[src/rtl/fp_pkg.sv]
// rtl/fp_pkg.sv - shared floating-point field helpers, flag indices and operand classes
package fp_pkg;

    localparam int FLAG_INVALID   = 3;
    localparam int FLAG_OVERFLOW  = 2;
    localparam int FLAG_UNDERFLOW = 1;
    localparam int FLAG_INEXACT   = 0;

    typedef enum logic [1:0] {ZERO, NORM, INF, NAN} fp_class_e;

    function automatic int bias(input int exp_w);
        return (1 << (exp_w - 1)) - 1;
    endfunction

    function automatic int word_w(input int exp_w, input int man_w);
        return 1 + exp_w + man_w;
    endfunction

    // Subnormals (exp==0) are flushed and treated as zero.
    function automatic fp_class_e classify(input logic exp_zero, input logic exp_ones,
                                           input logic man_zero);
        if (exp_zero) return ZERO;
        if (!exp_ones) return NORM;
        return man_zero ? INF : NAN;
    endfunction

endpackage

[src/rtl/fp_mult_pipe_if.sv]
// rtl/fp_mult_pipe_if.sv - operand/result handshake bundle for the pipelined multiplier
interface fp_mult_pipe_if #(
    parameter int EXP_W = 8,
    parameter int MAN_W = 7
);
    localparam int W = 1 + EXP_W + MAN_W;

    logic         in_valid;
    logic         in_ready;
    logic [W-1:0] a;
    logic [W-1:0] b;
    logic         out_valid;
    logic         out_ready;
    logic [W-1:0] out;
    logic [3:0]   flags;

    modport master (
        output in_valid, a, b, out_ready,
        input  in_ready, out_valid, out, flags
    );

    modport slave (
        input  in_valid, a, b, out_ready,
        output in_ready, out_valid, out, flags
    );
endinterface

[src/rtl/fp_round_pack.sv]
// rtl/fp_round_pack.sv - normalise, round-to-nearest-even, range check and pack
module fp_round_pack
    import fp_pkg::*;
#(
    parameter int EXP_W = 8,
    parameter int MAN_W = 7
) (
    input  logic                       sign_i,
    input  logic [EXP_W+1:0]           exp_i,
    input  logic [2*MAN_W+1:0]         prod_i,
    output logic [EXP_W+MAN_W:0]       word_o,
    output logic [3:0]                 flags_o
);
    localparam int P  = 2 * MAN_W + 2;
    localparam int EW = EXP_W + 2;
    localparam logic [EW-1:0] EXP_MAX = EW'((1 << EXP_W) - 1);

    logic [P-2:0]   norm;
    logic [EW-1:0]  exp_n;
    logic [EW-1:0]  exp_r;
    logic [MAN_W-1:0] frac;
    logic [MAN_W-1:0] frac_r;
    logic           guard;
    logic           sticky;
    logic           round_up;
    logic           carry;

    always_comb begin
        // Drop the leading one; a product in [2,4) bumps the exponent.
        norm     = prod_i[P-1] ? prod_i[P-2:0] : {prod_i[P-3:0], 1'b0};
        exp_n    = exp_i + {{(EW-1){1'b0}}, prod_i[P-1]};
        frac     = norm[P-2 -: MAN_W];
        guard    = norm[MAN_W];
        sticky   = |norm[MAN_W-1:0];
        round_up = guard & (sticky | frac[0]);
        {carry, frac_r} = {1'b0, frac} + {{MAN_W{1'b0}}, round_up};
        exp_r    = exp_n + {{(EW-1){1'b0}}, carry};

        word_o  = '0;
        flags_o = '0;
        if ($signed(exp_r) >= $signed(EXP_MAX)) begin
            word_o                  = {sign_i, {EXP_W{1'b1}}, {MAN_W{1'b0}}};
            flags_o[FLAG_OVERFLOW]  = 1'b1;
            flags_o[FLAG_INEXACT]   = 1'b1;
        end else if (exp_r[EW-1] || (exp_r == '0)) begin
            word_o                  = {sign_i, {(EXP_W+MAN_W){1'b0}}};
            flags_o[FLAG_UNDERFLOW] = 1'b1;
            flags_o[FLAG_INEXACT]   = 1'b1;
        end else begin
            word_o                  = {sign_i, exp_r[EXP_W-1:0], frac_r};
            flags_o[FLAG_INEXACT]   = guard | sticky;
        end
    end
endmodule

[src/rtl/fp_mult_pipe.sv]
// rtl/fp_mult_pipe.sv - three-stage floating-point multiplier with global-stall handshake
module fp_mult_pipe
    import fp_pkg::*;
#(
    parameter int EXP_W = 8,
    parameter int MAN_W = 7
) (
    input  logic           clk,
    input  logic           rst,
    fp_mult_pipe_if.slave  bus
);
    localparam int W  = word_w(EXP_W, MAN_W);
    localparam int P  = 2 * MAN_W + 2;
    localparam int EW = EXP_W + 2;
    localparam logic [EW-1:0] BIAS_X = EW'(bias(EXP_W));
    localparam logic [W-1:0]  QNAN   = {1'b0, {EXP_W{1'b1}}, 1'b1, {(MAN_W-1){1'b0}}};

    logic advance;

    logic          v1_q,  v1_d;
    logic [W-1:0]  a1_q,  a1_d;
    logic [W-1:0]  b1_q,  b1_d;
    fp_class_e     cls_a1_q, cls_a1_d;
    fp_class_e     cls_b1_q, cls_b1_d;

    logic          v2_q,         v2_d;
    logic          sign2_q,      sign2_d;
    logic [EW-1:0] exp2_q,       exp2_d;
    logic [P-1:0]  prod2_q,      prod2_d;
    logic          spec2_q,      spec2_d;
    logic [W-1:0]  spec_word2_q, spec_word2_d;
    logic          inv2_q,       inv2_d;

    logic          out_valid_q,  out_valid_d;
    logic [W-1:0]  out_q,        out_d;
    logic [3:0]    flags_q,      flags_d;

    logic [W-1:0]  rp_word;
    logic [3:0]    rp_flags;

    logic any_nan, any_inf, any_zero;

    // One stall signal freezes every stage, so out/flags hold while blocked.
    assign advance       = ~out_valid_q | bus.out_ready;
    assign bus.in_ready  = advance;
    assign bus.out_valid = out_valid_q;
    assign bus.out       = out_q;
    assign bus.flags     = flags_q;

    always_comb begin
        v1_d     = bus.in_valid;
        a1_d     = bus.a;
        b1_d     = bus.b;
        cls_a1_d = classify(bus.a[W-2 -: EXP_W] == '0, &bus.a[W-2 -: EXP_W],
                            bus.a[MAN_W-1:0] == '0);
        cls_b1_d = classify(bus.b[W-2 -: EXP_W] == '0, &bus.b[W-2 -: EXP_W],
                            bus.b[MAN_W-1:0] == '0);
    end

    always_comb begin
        any_nan  = (cls_a1_q == NAN)  || (cls_b1_q == NAN);
        any_inf  = (cls_a1_q == INF)  || (cls_b1_q == INF);
        any_zero = (cls_a1_q == ZERO) || (cls_b1_q == ZERO);

        v2_d    = v1_q;
        sign2_d = a1_q[W-1] ^ b1_q[W-1];
        inv2_d  = any_inf && any_zero && !any_nan;
        spec2_d = any_nan || any_inf || any_zero;
        if (any_nan || inv2_d)
            spec_word2_d = QNAN;
        else if (any_inf)
            spec_word2_d = {sign2_d, {EXP_W{1'b1}}, {MAN_W{1'b0}}};
        else
            spec_word2_d = {sign2_d, {(EXP_W+MAN_W){1'b0}}};

        exp2_d  = {2'b00, a1_q[W-2 -: EXP_W]} + {2'b00, b1_q[W-2 -: EXP_W]} - BIAS_X;
        prod2_d = {{(MAN_W+1){1'b0}}, 1'b1, a1_q[MAN_W-1:0]}
                * {{(MAN_W+1){1'b0}}, 1'b1, b1_q[MAN_W-1:0]};
    end

    fp_round_pack #(
        .EXP_W (EXP_W),
        .MAN_W (MAN_W)
    ) u_round_pack (
        .sign_i  (sign2_q),
        .exp_i   (exp2_q),
        .prod_i  (prod2_q),
        .word_o  (rp_word),
        .flags_o (rp_flags)
    );

    always_comb begin
        out_valid_d = v2_q;
        if (spec2_q) begin
            out_d                 = spec_word2_q;
            flags_d               = '0;
            flags_d[FLAG_INVALID] = inv2_q;
        end else begin
            out_d   = rp_word;
            flags_d = rp_flags;
        end
    end

    always_ff @(posedge clk) begin
        if (rst) begin
            v1_q         <= 1'b0;
            a1_q         <= '0;
            b1_q         <= '0;
            cls_a1_q     <= ZERO;
            cls_b1_q     <= ZERO;
            v2_q         <= 1'b0;
            sign2_q      <= 1'b0;
            exp2_q       <= '0;
            prod2_q      <= '0;
            spec2_q      <= 1'b0;
            spec_word2_q <= '0;
            inv2_q       <= 1'b0;
            out_valid_q  <= 1'b0;
            out_q        <= '0;
            flags_q      <= '0;
        end else if (advance) begin
            v1_q         <= v1_d;
            a1_q         <= a1_d;
            b1_q         <= b1_d;
            cls_a1_q     <= cls_a1_d;
            cls_b1_q     <= cls_b1_d;
            v2_q         <= v2_d;
            sign2_q      <= sign2_d;
            exp2_q       <= exp2_d;
            prod2_q      <= prod2_d;
            spec2_q      <= spec2_d;
            spec_word2_q <= spec_word2_d;
            inv2_q       <= inv2_d;
            out_valid_q  <= out_valid_d;
            out_q        <= out_d;
            flags_q      <= flags_d;
        end
    end
endmodule
[src/flat_wrapper.sv]
// flat-port wrapper written by rule: the top's interface ports become plain ports
module fp_mult_pipe_flat import fp_pkg::*;
#(
    parameter int EXP_W = 8,
    parameter int MAN_W = 7
)
  (clk, rst, bus_in_valid, bus_a, bus_b, bus_out_ready, bus_in_ready, bus_out_valid, bus_out, bus_flags);
  fp_mult_pipe_if #(.EXP_W(EXP_W), .MAN_W(MAN_W)) bus_i ();
  input  logic clk;
  input  logic rst;
  input wire logic [$bits(bus_i.in_valid)-1:0] bus_in_valid;
  input wire logic [$bits(bus_i.a)-1:0] bus_a;
  input wire logic [$bits(bus_i.b)-1:0] bus_b;
  input wire logic [$bits(bus_i.out_ready)-1:0] bus_out_ready;
  output wire logic [$bits(bus_i.in_ready)-1:0] bus_in_ready;
  output wire logic [$bits(bus_i.out_valid)-1:0] bus_out_valid;
  output wire logic [$bits(bus_i.out)-1:0] bus_out;
  output wire logic [$bits(bus_i.flags)-1:0] bus_flags;
  assign bus_i.in_valid = bus_in_valid;
  assign bus_i.a = bus_a;
  assign bus_i.b = bus_b;
  assign bus_i.out_ready = bus_out_ready;
  assign bus_in_ready = bus_i.in_ready;
  assign bus_out_valid = bus_i.out_valid;
  assign bus_out = bus_i.out;
  assign bus_flags = bus_i.flags;
  fp_mult_pipe #(.EXP_W(EXP_W), .MAN_W(MAN_W)) u_core (.clk(clk), .rst(rst), .bus(bus_i));
endmodule
[config.mk]
export PLATFORM = sky130hd
export DESIGN_NAME = fp_mult_pipe_flat
export DESIGN_NICKNAME = d
export VERILOG_FILES = /design/src/rtl/fp_pkg.sv /design/src/rtl/fp_mult_pipe_if.sv /design/src/rtl/fp_round_pack.sv /design/src/rtl/fp_mult_pipe.sv /design/src/flat_wrapper.sv
export SDC_FILE = /design/constraint.sdc
export NUM_CORES = 1
export LEC_CHECK = 0
export BUFFER_PORTS_ARGS = -buffer_cell sky130_fd_sc_hd__buf_2
export CORE_MARGIN = 10
export CORE_UTILIZATION = 33
export CTS_CLUSTER_SIZE = 16
export DETAILED_ROUTE_END_ITERATION = 10
export GPL_TIMING_DRIVEN = 1
export PLACE_DENSITY = 0.48
export SLEW_MARGIN = 10
export SYNTH_ARGS = -nofsm -noshare
export SYNTH_HDL_FRONTEND = slang
export SYNTH_HIERARCHICAL = 1
export SYNTH_SLANG_ARGS = --single-unit
[constraint.sdc]
create_clock -name clk -period 12 [get_ports clk]
set_input_delay 2.4 -clock clk [delete_from_list [all_inputs] [get_ports clk]]
set_output_delay 2.4 -clock clk [all_outputs]
set_load 0.02 [all_outputs]
# Word level (Yosys, flattened, before mapping)
# Index checks and enable logic that the tools add are counted.
dict set report op_classes {
  order_cmp 1
  n_eq_ne 4
  n_addsub 5
  multipliers 1
  muxes 28
  n_reduce_logical 20
  bitwise_logic 6
}
# op n
set ops {}
lappend ops {{$mux 15} 4}
lappend ops {{$mux 16} 2}
lappend ops {{$add 10x1->10} 2}
lappend ops {{$logic_not 8->1} 2}
lappend ops {{$mul 8x8->16} 1}
lappend ops {{$mux 2} 8}
lappend ops {{$reduce_and 8->1} 2}
lappend ops {{$logic_not 7->1} 2}
lappend ops {{$mux 1} 13}
lappend ops {{$ge 10x9->1 const B} 1}
lappend ops {{$logic_not 10->1} 1}
lappend ops {{$sub 10x7->10 const B} 1}
lappend ops {{$add 8x8->9} 1}
lappend ops {{$add 7x1->8} 1}
lappend ops {{$eq 2x2->1 const B} 4}
lappend ops {{$logic_or 1x1->1} 7}
lappend ops {{$reduce_or 7->1} 1}
lappend ops {{$logic_not 2->1} 2}
lappend ops {{$mux 4} 1}
lappend ops {{$or 1x1->1} 3}
lappend ops {{$logic_and 1x1->1} 2}
lappend ops {{$and 1x1->1} 1}
lappend ops {{$logic_not 1->1} 1}
lappend ops {{$not 1->1} 1}
lappend ops {{$xor 1x1->1} 1}
dict set report word_totals {
  in_bits 36
  reg_bits 104
  out_inout_bits 22
  wordCells 80
}

# Logic depth before layout (Yosys ltp)
# Gate-level depths: netlist of run 1.
dict set report depth {
  depth_word 11
  depth_mapped 16
  ltp_nobuf 16
}

# Modules after synthesis
# Netlist of run 1, hierarchy kept.
# module n_inst cells_each seq_area_each_um2 area_per_inst_um2
set by_module_without_submodules {}
lappend by_module_without_submodules {fp_mult_pipe 1 693 1821.7 5779.3}
lappend by_module_without_submodules {fp_round_pack 1 133 0.0 893.4}

# Worst setup path before layout of run 1
# No wires, ideal clock.
dict set report synth_timing {
  path_type {input to output}
  from {input bus_out_ready}
  to {output bus_in_ready}
  slack_ps 6479
  required_time_ps 9600
  path_buffers 2
  cell_stages 4
  t_arrival_ps 3121
  path_cell_list {and2b_1 > inv_1 > buf_6 > buf_2}
}
dict set report synth_via {
  elab_chain_cells 1
}
# item line
set synth_rtl {}
lappend synth_rtl {{start, declared} flat_wrapper.sv:14} ;# input wire logic [$bits(bus_i.out_ready)-1:0] bus_out_ready;
lappend synth_rtl {{$or 1x1->1} fp_mult_pipe.sv:44} ;# assign advance = ~out_valid_q | bus.out_ready;
lappend synth_rtl {{end, declared} flat_wrapper.sv:15} ;# output wire logic [$bits(bus_i.in_ready)-1:0] bus_in_ready;
# No other way between the ends.

# Worst setup path after layout of run 1
# Same ends and word-level chain as after synthesis.

==> impl_results.md, run 1 <==
- Rows: 51
- Max clock buf depth: 2
- Synth Flop Type: dfxtp_1
- Final period utilization: 45.0%
- CP Buf/Inv Count: 3
- Worst-Margin Slew: 0.958 ns
- Router iterations before antenna repair: 5
- Sequential area share after synthesis: 27.3%
- Routed WL: 16200 microns
- Nets@finish: 979
- Syn Std Cell Area: 6670 sq um
- Crit-path cells: buf_2 > and2b_2 > inv_2 > buf_2
- Die H: 162 microns
- Filler cells: 2121
- Die area: 26300 sq um
- Pwr/cell area: 117 nW/um^2
- Placed instance area: 7070 sq um
- Ys async rst share: 0%
- Synth cell types: 64
- Largest net degree at the start of global routing: 96
- Yosys top cell area share: 27.3%
- Initial antenna violation count: 0
- Startpoint types: input port
- Part of the power in combinational logic: 25.2%
- Post-CTS Hold Fix Bufs: 0
- Sw frac: 33.7%
- Final Hold Viols: 0
- Top-count cell post-synth: nand2_1
- Min-Delay Path Class: flip-flop to flip-flop
- Layout cells sized above 1: 10.3%
- Number of I/O port buffers: 57
- #FFs+latches synth: 91
- Rel. slew slack: 36.1%
- Nets in the synthesized netlist: 953
- Count of pins over their slew limit: 0
- CP most frequent cell: buf_2
- Worst-Skew Late Latency: 0.35 ns
- Clk slew on worst S/H paths: 0.06 ns
- Status: completed
- Min-Delay Path Depth: 2
- # Max-Cap Violations: 0
- H-Tree Depth: 3
- Sequential Power Share: 42.6%
- CTS buffer count: 9
- Tmin final: 5.40 ns
- Via count: 5393
- Clock Skew: 0.00971 ns
- Boundary Pins: 58
- Post-CTS sizing: 0
- Final WS setup: 6.60 ns
- Switching pwr: 0.000291 W
- Largest area contributor in the netlist: dfxtp_1
- Syn_area_per_cell: 8.08 sq um
- # DRC: 0
- Ant diodes: 0
- Final instance area: 7350 sq um
- Setup CP Type: input port to output pin
- Overall die width: 162 microns
- GRT Total Usage: 12.9%
- Vias in the first global route: 5498
- Post-DR wirelength/cell: 14.4 microns
- R2r worst-path depth: 13
- GRT overflow: 0
- RSZ-0062 raised after global routing: no
- Power share of the clock group: 32.3%
- Leakage Power: 3.30 nW
- Yosys warns: 6
- CTS Sinks: 91
- VDD IR max: 0.0000681 V
- Area growth, synth to finish: 10.2%
- DRT iter0 DRCs: 276
- Placement Setup Slack: 6.58 ns
- CTS tree: done
- Synth area leaders: dfxtp_1 27%, fa_1 11%, ha_1 9.9%
- Core area: 19700 sq um
- CP top delay family: simple AND/OR/NAND/NOR gates
- Post-CTS Setup Repair Bufs: 0
- Int Pwr: 0.000571 W
- Slowest cell on crit path: and2b_2
- Cells after Synth: 826
- Clock Tree Root: clkbuf_16
- CP Max Fanout: 4
- TNS Setup: 0 ns
- Routed Antenna Nets: 0
- Final setup viols: 0
- Initial Utilization: 34.0%
- First-pass GRT wire length: 28200 microns
- Critical Path AT: 3.00 ns
- CP endpoint kind: output pin
- GPL Wtd Cong: 0.811
- Critical path required time: 9.60 ns
- Post-DP HPWL: 12000 microns
- CP peak stage delay: 0.30 ns
- Post-synth top cells: 144 x nand2_1, 91 x a21oi_1, 91 x dfxtp_1
- Number of flops mapped to enable cells by yosys: 0
- Vias per Instance: 4.81
- Instance count on the critical path: 4
- F_max: 185 MHz
worst paths after layout:
kind	endpoint	from	slack [ns]
setup / recovery	bus_in_ready	bus_out_ready	6.60
hold / removal	u_core/bus.out[4]$_SDFFE_PP0P_	u_core/bus.out[4]$_SDFFE_PP0P_	0.45
setup reg to reg	u_core/prod2_q[12]$_SDFFE_PP0P_	u_core/a1_q[3]$_SDFFE_PP0P_	7.54
hold reg to reg	u_core/bus.out[4]$_SDFFE_PP0P_	u_core/bus.out[4]$_SDFFE_PP0P_	0.45
logic make-up after synthesis:
family                     count (synthesis)  share of synthesized area, %
and+or+nand+nor                          318                          22.9
buffers and inverters                    116                          7.71
DFF                                       91                          27.3
muxes                                     10                          1.52
xor gates and xnor gates                  29                          4.03
adders and majority gates                 91                          21.3
other                                      1                        0.0562
AOI/OAI and AO/OA                        170                          15.1
power by group through the flow:
stage          clock [W]  combinational [W]  sequential (W)
6_report        0.000278           0.000217        0.000367
5_1_grt         0.000303           0.000252        0.000374
4_1_cts         0.000291           0.000220        0.000368
3_5_place_dp           0           0.000218        0.000375
3_3_place_gp           0           0.000218        0.000375
2_1_floorplan          0           0.000174        0.000363
state kept, by name, indices dropped and copies added, names as in the netlist, 2 cells and up:
signal               count
u_core/spec_word2_q      3
u_core/a1_q             16
u_core/exp2_q           10
u_core/cls_a1_q          2
u_core/cls_b1_q          2
u_core/b1_q             16
u_core/bus.out          16
u_core/bus.flags         4
u_core/prod2_q          16
worst register-to-register path: cells and delay by family, from the launching register on:
family / cells / cell delay [ns]
adders and majority gates: 5 / 2.45
AOI/OAI and AO/OA: 5 / 0.95
DFF: 1 / 0.55
and+or+nand+nor: 1 / 0.14
buffers and inverters: 1 / 0.04
muxes: 1 / 0.21
metal layers:
layer,routed length [microns],GRT usage (%),up-vias
met5,0,0,-
met4,152,3.23,0
met2,6950,19.4,74
met1,8690,18.5,2472
li1,-,-,2836
met3,394,2.15,11
per-stage QoR:
step	hold WS [ns]	power, W	cells	util [%]
after CTS	0.450	0.000879	1122	37.4
after floorplan	0.426	0.000537	826	-
after global placement	0.440	0.000593	1106	35.9
after global routing	0.468	0.000929	1122	37.4
after detailed placement	0.443	0.000593	1106	35.9
final	0.447	0.000862	1122	37.4
layout make-up:
class / instances / area, sq um / area share, %
Sequential cell: 91 / 1820 / 24.8
Clock buffer: 11 / 243 / 3.30
Multi-Input combinational cell: 619 / 4340 / 59.0
Clock inverter: 5 / 42.5 / 0.579
Tap cell: 265 / 332 / 4.51
Timing Repair Buffer: 60 / 308 / 4.19
Inverter: 71 / 267 / 3.63
cells in the final DEF, fill, tap and decap left out, types with 13 or more instances in the layout:
master,Yosys,final
a211oi_1,14,14
and2_1,30,30
a21oi_1,91,91
o21ai_0,13,13
fa_1,38,38
nand3_1,17,17
xor2_1,13,13
ha_1,53,53
nor2_1,51,51
nand2_1,144,144
inv_1,71,70
buf_2,11,57
xnor2_1,14,14
dfxtp_1,91,91
(Power assumes the default switching activity.)
==> run 2: changes to the inputs <==
- clock period: 12 -> 5.11 ns (I/O delays scaled with it)
==> impl_results.md, run 2 (synthesized netlist as in run 1, its figures left out) <==
- Status: completed (unchanged)
- Count of pins over their slew limit: 0 (unchanged)
- Tmin final: 4.37 ns
- Post-CTS sizing: 0 (unchanged)
- TNS Setup: 0 ns (unchanged)
- Overall die width: 162 microns (unchanged)
- GRT overflow: 0 (unchanged)
- Core Util, Final: 37.7% (was 37.4%)
- Post-DP HPWL: 12400 microns (was 12000 microns)
- Worst-Skew Late Latency: 0.35 ns (about the same)
- DRT iter0 DRCs: 235 (was 276)
- Initial Utilization: 34.0% (unchanged)
- CP peak stage delay: 0.54 ns (was 0.30 ns)
- F_max: 229 MHz
- Routed Antenna Nets: 0 (unchanged)
- Post-DR wirelength/cell: 14.3 microns (was 14.4 microns)
- Final period utilization: 85.4%
- Slowest cell on crit path: fa_1 (was and2b_2)
- Clock Tree Root: clkbuf_16 (unchanged)
- Min-Delay Path Class: flip-flop to flip-flop (unchanged)
- Clock Skew: 0.0135 ns (was 0.00971 ns)
- # DRC: 0 (unchanged)
- CTS Sinks: 91 (unchanged)
- Post-CTS Hold Fix Bufs: 0 (unchanged)
- Leakage Power: 3.33 nW (was 3.30 nW)
- CP Max Fanout: 9 (was 4)
- Ant diodes: 0 (unchanged)
- Worst-Margin Slew: 0.749 ns (was 0.958 ns)
- CP most frequent cell: fa_1 (was buf_2)
- Via count: 5414 (was 5393)
- Vias in the first global route: 5395 (was 5498)
- Final Hold Viols: 0 (unchanged)
- Rel. slew slack: 50.1% (was 36.1%)
- Initial antenna violation count: 0 (unchanged)
- Most common cell after layout, fill and taps aside: nand2_1 (unchanged)
- RSZ-0062 raised after global routing: no (unchanged)
- Crit-path cells: nand2_1 > fa_1 > fa_1 > fa_1 > fa_1 > inv_1 > ha_1 > a21oi_1 > a21boi_1 > o31a_1 > a31oi_1 > mux2i_1 > o21ai_1 (was buf_2 > and2b_2 > inv_2 > buf_2)
- Die H: 162 microns (unchanged)
- GRT Total Usage: 12.6% (was 12.9%)
- Most frequent cells in the layout: 144 x nand2_1, 91 x a21oi_1, 91 x dfxtp_1, 70 x inv_1, 57 x buf_2 (unchanged)
- Router iterations before antenna repair: 4 (was 5)
- CTS tree: done (unchanged)
- First-pass GRT wire length: 27500 microns (was 28200 microns)
- VDD IR max: 0.000158 V (was 0.0000681 V)
- Setup CP Type: flip-flop to flip-flop (was input port to output pin)
- Clk slew on worst S/H paths: 0.07 ns (was 0.06 ns)
- Die area: 26300 sq um (unchanged)
- Largest net degree at the start of global routing: 72 (was 96)
- Startpoint types: flip-flop (was input port)
- Pwr/cell area: 287 nW/um^2 (was 117 nW/um^2)
- WHS: 0.448 ns (was 0.447 ns)
- Final setup viols: 0 (unchanged)
- GPL Wtd Cong: 0.801 (was 0.811)
- # Max-Cap Violations: 0 (unchanged)
- Area growth, synth to finish: 11.1% (was 10.2%)
- CTS buffer count: 9 (unchanged)
- Layout cells sized above 1: 10.6% (was 10.3%)
- Number of I/O port buffers: 57 (unchanged)
- Nets@finish: 981 (was 979)
- Core area: 19700 sq um (unchanged)
- Routed WL: 16100 microns (was 16200 microns)
- Critical Path AT: 4.58 ns (was 3.00 ns)
- Boundary Pins: 58 (unchanged)
- Critical path required time: 5.33 ns (was 9.60 ns)
- Max clock buf depth: 2 (unchanged)
- CP endpoint kind: flip-flop (was output pin)
- Rows: 51 (unchanged)
- Vias per Instance: 4.82 (was 4.81)
- H-Tree Depth: 3 (unchanged)
- Post-CTS Setup Repair Bufs: 0 (unchanged)
-- run 2: path summary, 6_finish.rpt --
kind | start | to | slack (ns) | cells after the start
worst max-delay path | u_core/b1_q[6]$_SDFFE_PP0P_ | u_core/prod2_q[12]$_SDFFE_PP0P_ | 0.74 | 13
worst min-delay path | u_core/bus.out[4]$_SDFFE_PP0P_ | u_core/bus.out[4]$_SDFFE_PP0P_ | 0.45 | 2
worst max register to register | u_core/b1_q[6]$_SDFFE_PP0P_ | u_core/prod2_q[12]$_SDFFE_PP0P_ | 0.74 | 13
worst min register to register | u_core/bus.out[4]$_SDFFE_PP0P_ | u_core/bus.out[4]$_SDFFE_PP0P_ | 0.45 | 2
-- run 2: area by class of cell --
cell class / instances / area [sq um]
Clock buffer: 10 / 239
Clock inverter: 6 / 95.1
Fill cell: 2161 / 12200
Inverter: 71 / 267
Multi-Input combinational cell: 619 / 4340
Sequential cell: 91 / 1820
Tap cell: 265 / 332
Timing Repair Buffer: 62 / 323
-- run 2: per-stage QoR --
| step | std cells | worst slack [ns] | power [W] | area (sq um) |
|---|---|---|---|---|
| after floorplan | 826 | 0.965 | 0.00126 | 6670 |
| after global placement | 1108 | 0.798 | 0.00139 | 7080 |
| after detailed placement | 1108 | 0.729 | 0.00139 | 7080 |
| after CTS | 1124 | 0.716 | 0.00216 | 7410 |
| after global routing | 1124 | 0.485 | 0.00227 | 7410 |
| final | 1124 | 0.745 | 0.00213 | 7410 |
-- run 2: power by group --
group	total (W)	internal [W]	switching (W)
clock network	0.000755	0.000448	0.000308
registers	0.000860	0.000771	0.0000886
logic	0.000513	0.000221	0.000292
-- run 2: layer usage --
| metal | part of all wire (%) | vias to the layer above | track usage, % |
|---|---|---|---|
| li1 | - | 2835 | - |
| met2 | 42 | 72 | 18.8 |
| met1 | 53 | 2492 | 17.7 |
| met5 | 0 | - | 0 |
| met3 | 3.4 | 15 | 2.40 |
| met4 | 1.2 | 0 | 3.97 |
-- run 2: worst max-delay path: cells and delay by family, from the launching register on --
family          cells  cell delay (ns)
mux                 1             0.20
compound gates      5             0.89
fa+ha+maj           5             2.46
simple gates        1             0.12
buf+inv             1             0.04
flops               1             0.51
==> run 3: changes to the inputs <==
- clock period: 5.11 -> 4.6 ns (I/O delays scaled with it)
==> impl_results.md, run 3 (synthesized netlist as in run 1, its figures left out) <==
- Met2 global-route usage: 19.1% (was 18.8%)
- DRT iter0 DRCs: 270 (was 235)
- Layout cells sized above 1: 12.0% (was 10.6%)
- Startpoint types: flip-flop (unchanged)
- Area growth, synth to finish: 11.9% (was 11.1%)
- Clock Skew: 0.0103 ns (was 0.0135 ns)
- Count of pins over their slew limit: 0 (unchanged)
- Pwr/cell area: 317 nW/um^2 (was 287 nW/um^2)
- Vias in the first global route: 5593 (was 5395)
- Via count: 5446 (was 5414)
- Worst-Margin Slew: 1.09 ns (was 0.749 ns)
- Largest net degree at the start of global routing: 56 (was 72)
- Clock Tree Root: clkbuf_16 (unchanged)
- RSZ-0062 raised after global routing: no (unchanged)
- Post-DP HPWL: 12500 microns (was 12400 microns)
- Rows: 51 (unchanged)
- # Max-Cap Violations: 0 (unchanged)
- Overall die width: 162 microns (unchanged)
- Post-DR wirelength/cell: 14.6 microns (was 14.3 microns)
- Final Hold Viols: 0 (unchanged)
- CTS tree: done (unchanged)
- Vias per Instance: 4.82 (about the same)
- Router iterations before antenna repair: 4 (unchanged)
- Final period utilization: 93.4% (was 85.4%)
- CTS buffer count: 9 (unchanged)
- Nets@finish: 986 (was 981)
- Boundary Pins: 58 (unchanged)
- Critical path required time: 4.80 ns (was 5.33 ns)
- Number of I/O port buffers: 57 (unchanged)
- F_max: 233 MHz (was 229 MHz)
- Setup CP Type: flip-flop to flip-flop (unchanged)
- Most Used Layer, Global Route: met2 (unchanged)
- Die H: 162 microns (unchanged)
- Max clock buf depth: 2 (unchanged)
- CTS Sinks: 91 (unchanged)
- Ant diodes: 0 (unchanged)
- Worst-Skew Late Latency: 0.36 ns (was 0.35 ns)
- Min-Delay Path Class: flip-flop to flip-flop (unchanged)
- Grt met1 use: 17.8% (was 17.7%)
- Most common cell after layout, fill and taps aside: nand2_1 (unchanged)
- R2r worst-path depth: 13 (unchanged)
- CP endpoint kind: flip-flop (unchanged)
- # DRC: 0 (unchanged)
- Initial Utilization: 34.0% (unchanged)
- Met3 usage: 2.30% (was 2.40%)
- Total power: 0.00237 W (was 0.00213 W)
- Critical Path AT: 4.50 ns (was 4.58 ns)
- CP Max Fanout: 9 (unchanged)
- Min-Delay Path Depth: 2 (unchanged)
- Tmin final: 4.29 ns (was 4.37 ns)
- Die area: 26300 sq um (unchanged)
- GRT overflow: 0 (unchanged)
- Initial antenna violation count: 0 (unchanged)
- Routed WL: 16400 microns (was 16100 microns)
- Rel. slew slack: 27.6% (was 50.1%)
- Status: completed (unchanged)
- First-pass GRT wire length: 27800 microns (was 27500 microns)
- VDD IR max: 0.000178 V (was 0.000158 V)
- Routed Antenna Nets: 0 (unchanged)
- GRT Total Usage: 12.8% (was 12.6%)
- Core area: 19700 sq um (unchanged)
- GPL Wtd Cong: 0.828 (was 0.801)
- Most frequent cells in the layout: 144 x nand2_1, 91 x a21oi_1, 83 x dfxtp_1, 70 x inv_1, 57 x buf_2 (was 144 x nand2_1, 91 x a21oi_1, 91 x dfxtp_1, 70 x inv_1, 57 x buf_2)
- Clk slew on worst S/H paths: 0.07 ns (about the same)
- H-Tree Depth: 3 (unchanged)
- Final setup viols: 0 (unchanged)
- TNS Setup: 0 ns (unchanged)
- Leakage Power: 3.37 nW (was 3.33 nW)
[run 3: changes by cell type in the layout (fill, tap and decap cells not counted)]
cell	previous run	this run
dfxtp_1	91	83
dfxtp_2	0	8
buf_4	5	10
clkinv_4	0	3
clkinvlp_4	2	0
inv_6	1	0
[run 3: final cells by class]
| type | count | area (sq um) |
|---|---|---|
| fill | 2157 | 12200 |
| multi-input combinational | 619 | 4340 |
| sequential | 91 | 1830 |
| timing repair buffer | 67 | 360 |
| tap | 265 | 332 |
| inverter | 71 | 267 |
| clock buffer | 10 | 239 |
| clock inverter | 6 | 97.6 |
[run 3: path summary, 6_finish.rpt]
| kind | from | to | slack (ns) |
|---|---|---|---|
| min | u_core/bus.out[4]$_SDFFE_PP0P_ | u_core/bus.out[4]$_SDFFE_PP0P_ | 0.45 |
| min reg2reg | u_core/bus.out[4]$_SDFFE_PP0P_ | u_core/bus.out[4]$_SDFFE_PP0P_ | 0.45 |
| max reg2reg | u_core/a1_q[5]$_SDFFE_PP0P_ | u_core/prod2_q[12]$_SDFFE_PP0P_ | 0.31 |
| max | u_core/a1_q[5]$_SDFFE_PP0P_ | u_core/prod2_q[12]$_SDFFE_PP0P_ | 0.31 |
[run 3: report_power, final]
part | internal [W] | leakage [nW] | switching, W | total [W]
combinational | 0.000248 | 2.45 | 0.000329 | 0.000577
clock | 0.000498 | 0.165 | 0.000342 | 0.000840
sequential | 0.000858 | 0.754 | 0.0000959 | 0.000954
total | 0.00160 | 3.37 | 0.000767 | 0.00237
[run 3: metrics by stage]
stage | instance area (sq um) | utilization (%) | hold WS [ns] | setup WS [ns] | std cells
2_1_floorplan | 6670 | - | 0.426 | 0.455 | 826
3_3_place_gp | 7120 | 36.2 | 0.437 | 0.315 | 1113
3_5_place_dp | 7120 | 36.2 | 0.442 | 0.228 | 1113
4_1_cts | 7450 | 37.9 | 0.451 | 0.200 | 1129
5_1_grt | 7460 | 38.0 | 0.463 | 0.0181 | 1129
6_report | 7460 | 38.0 | 0.446 | 0.306 | 1129
[run 3: repair_timing]
action,4_1_cts,5_1_grt
gates resized for setup,0,8
setup buffers,0,0
setup endpoints to repair,0,2
hold buffers,0,0
[run 3: metal layers]
metal	wire [microns]	share of wire, %
met5	0	0
met4	308	1.9
met3	510	3.1
met2	6780	41
met1	8840	54
[run 3: critical path, stage by stage (launching register included)]
cell and delay, ns:
dfxtp_1 0.50, nand2_1 0.12, fa_1 0.51, fa_1 0.45, fa_1 0.52, fa_1 0.54, inv_1 0.04, ha_1 0.37
a21oi_1 0.23, a21boi_1 0.10, o31a_1 0.30, a31oi_1 0.22, mux2i_1 0.20, o21ai_1 0.07
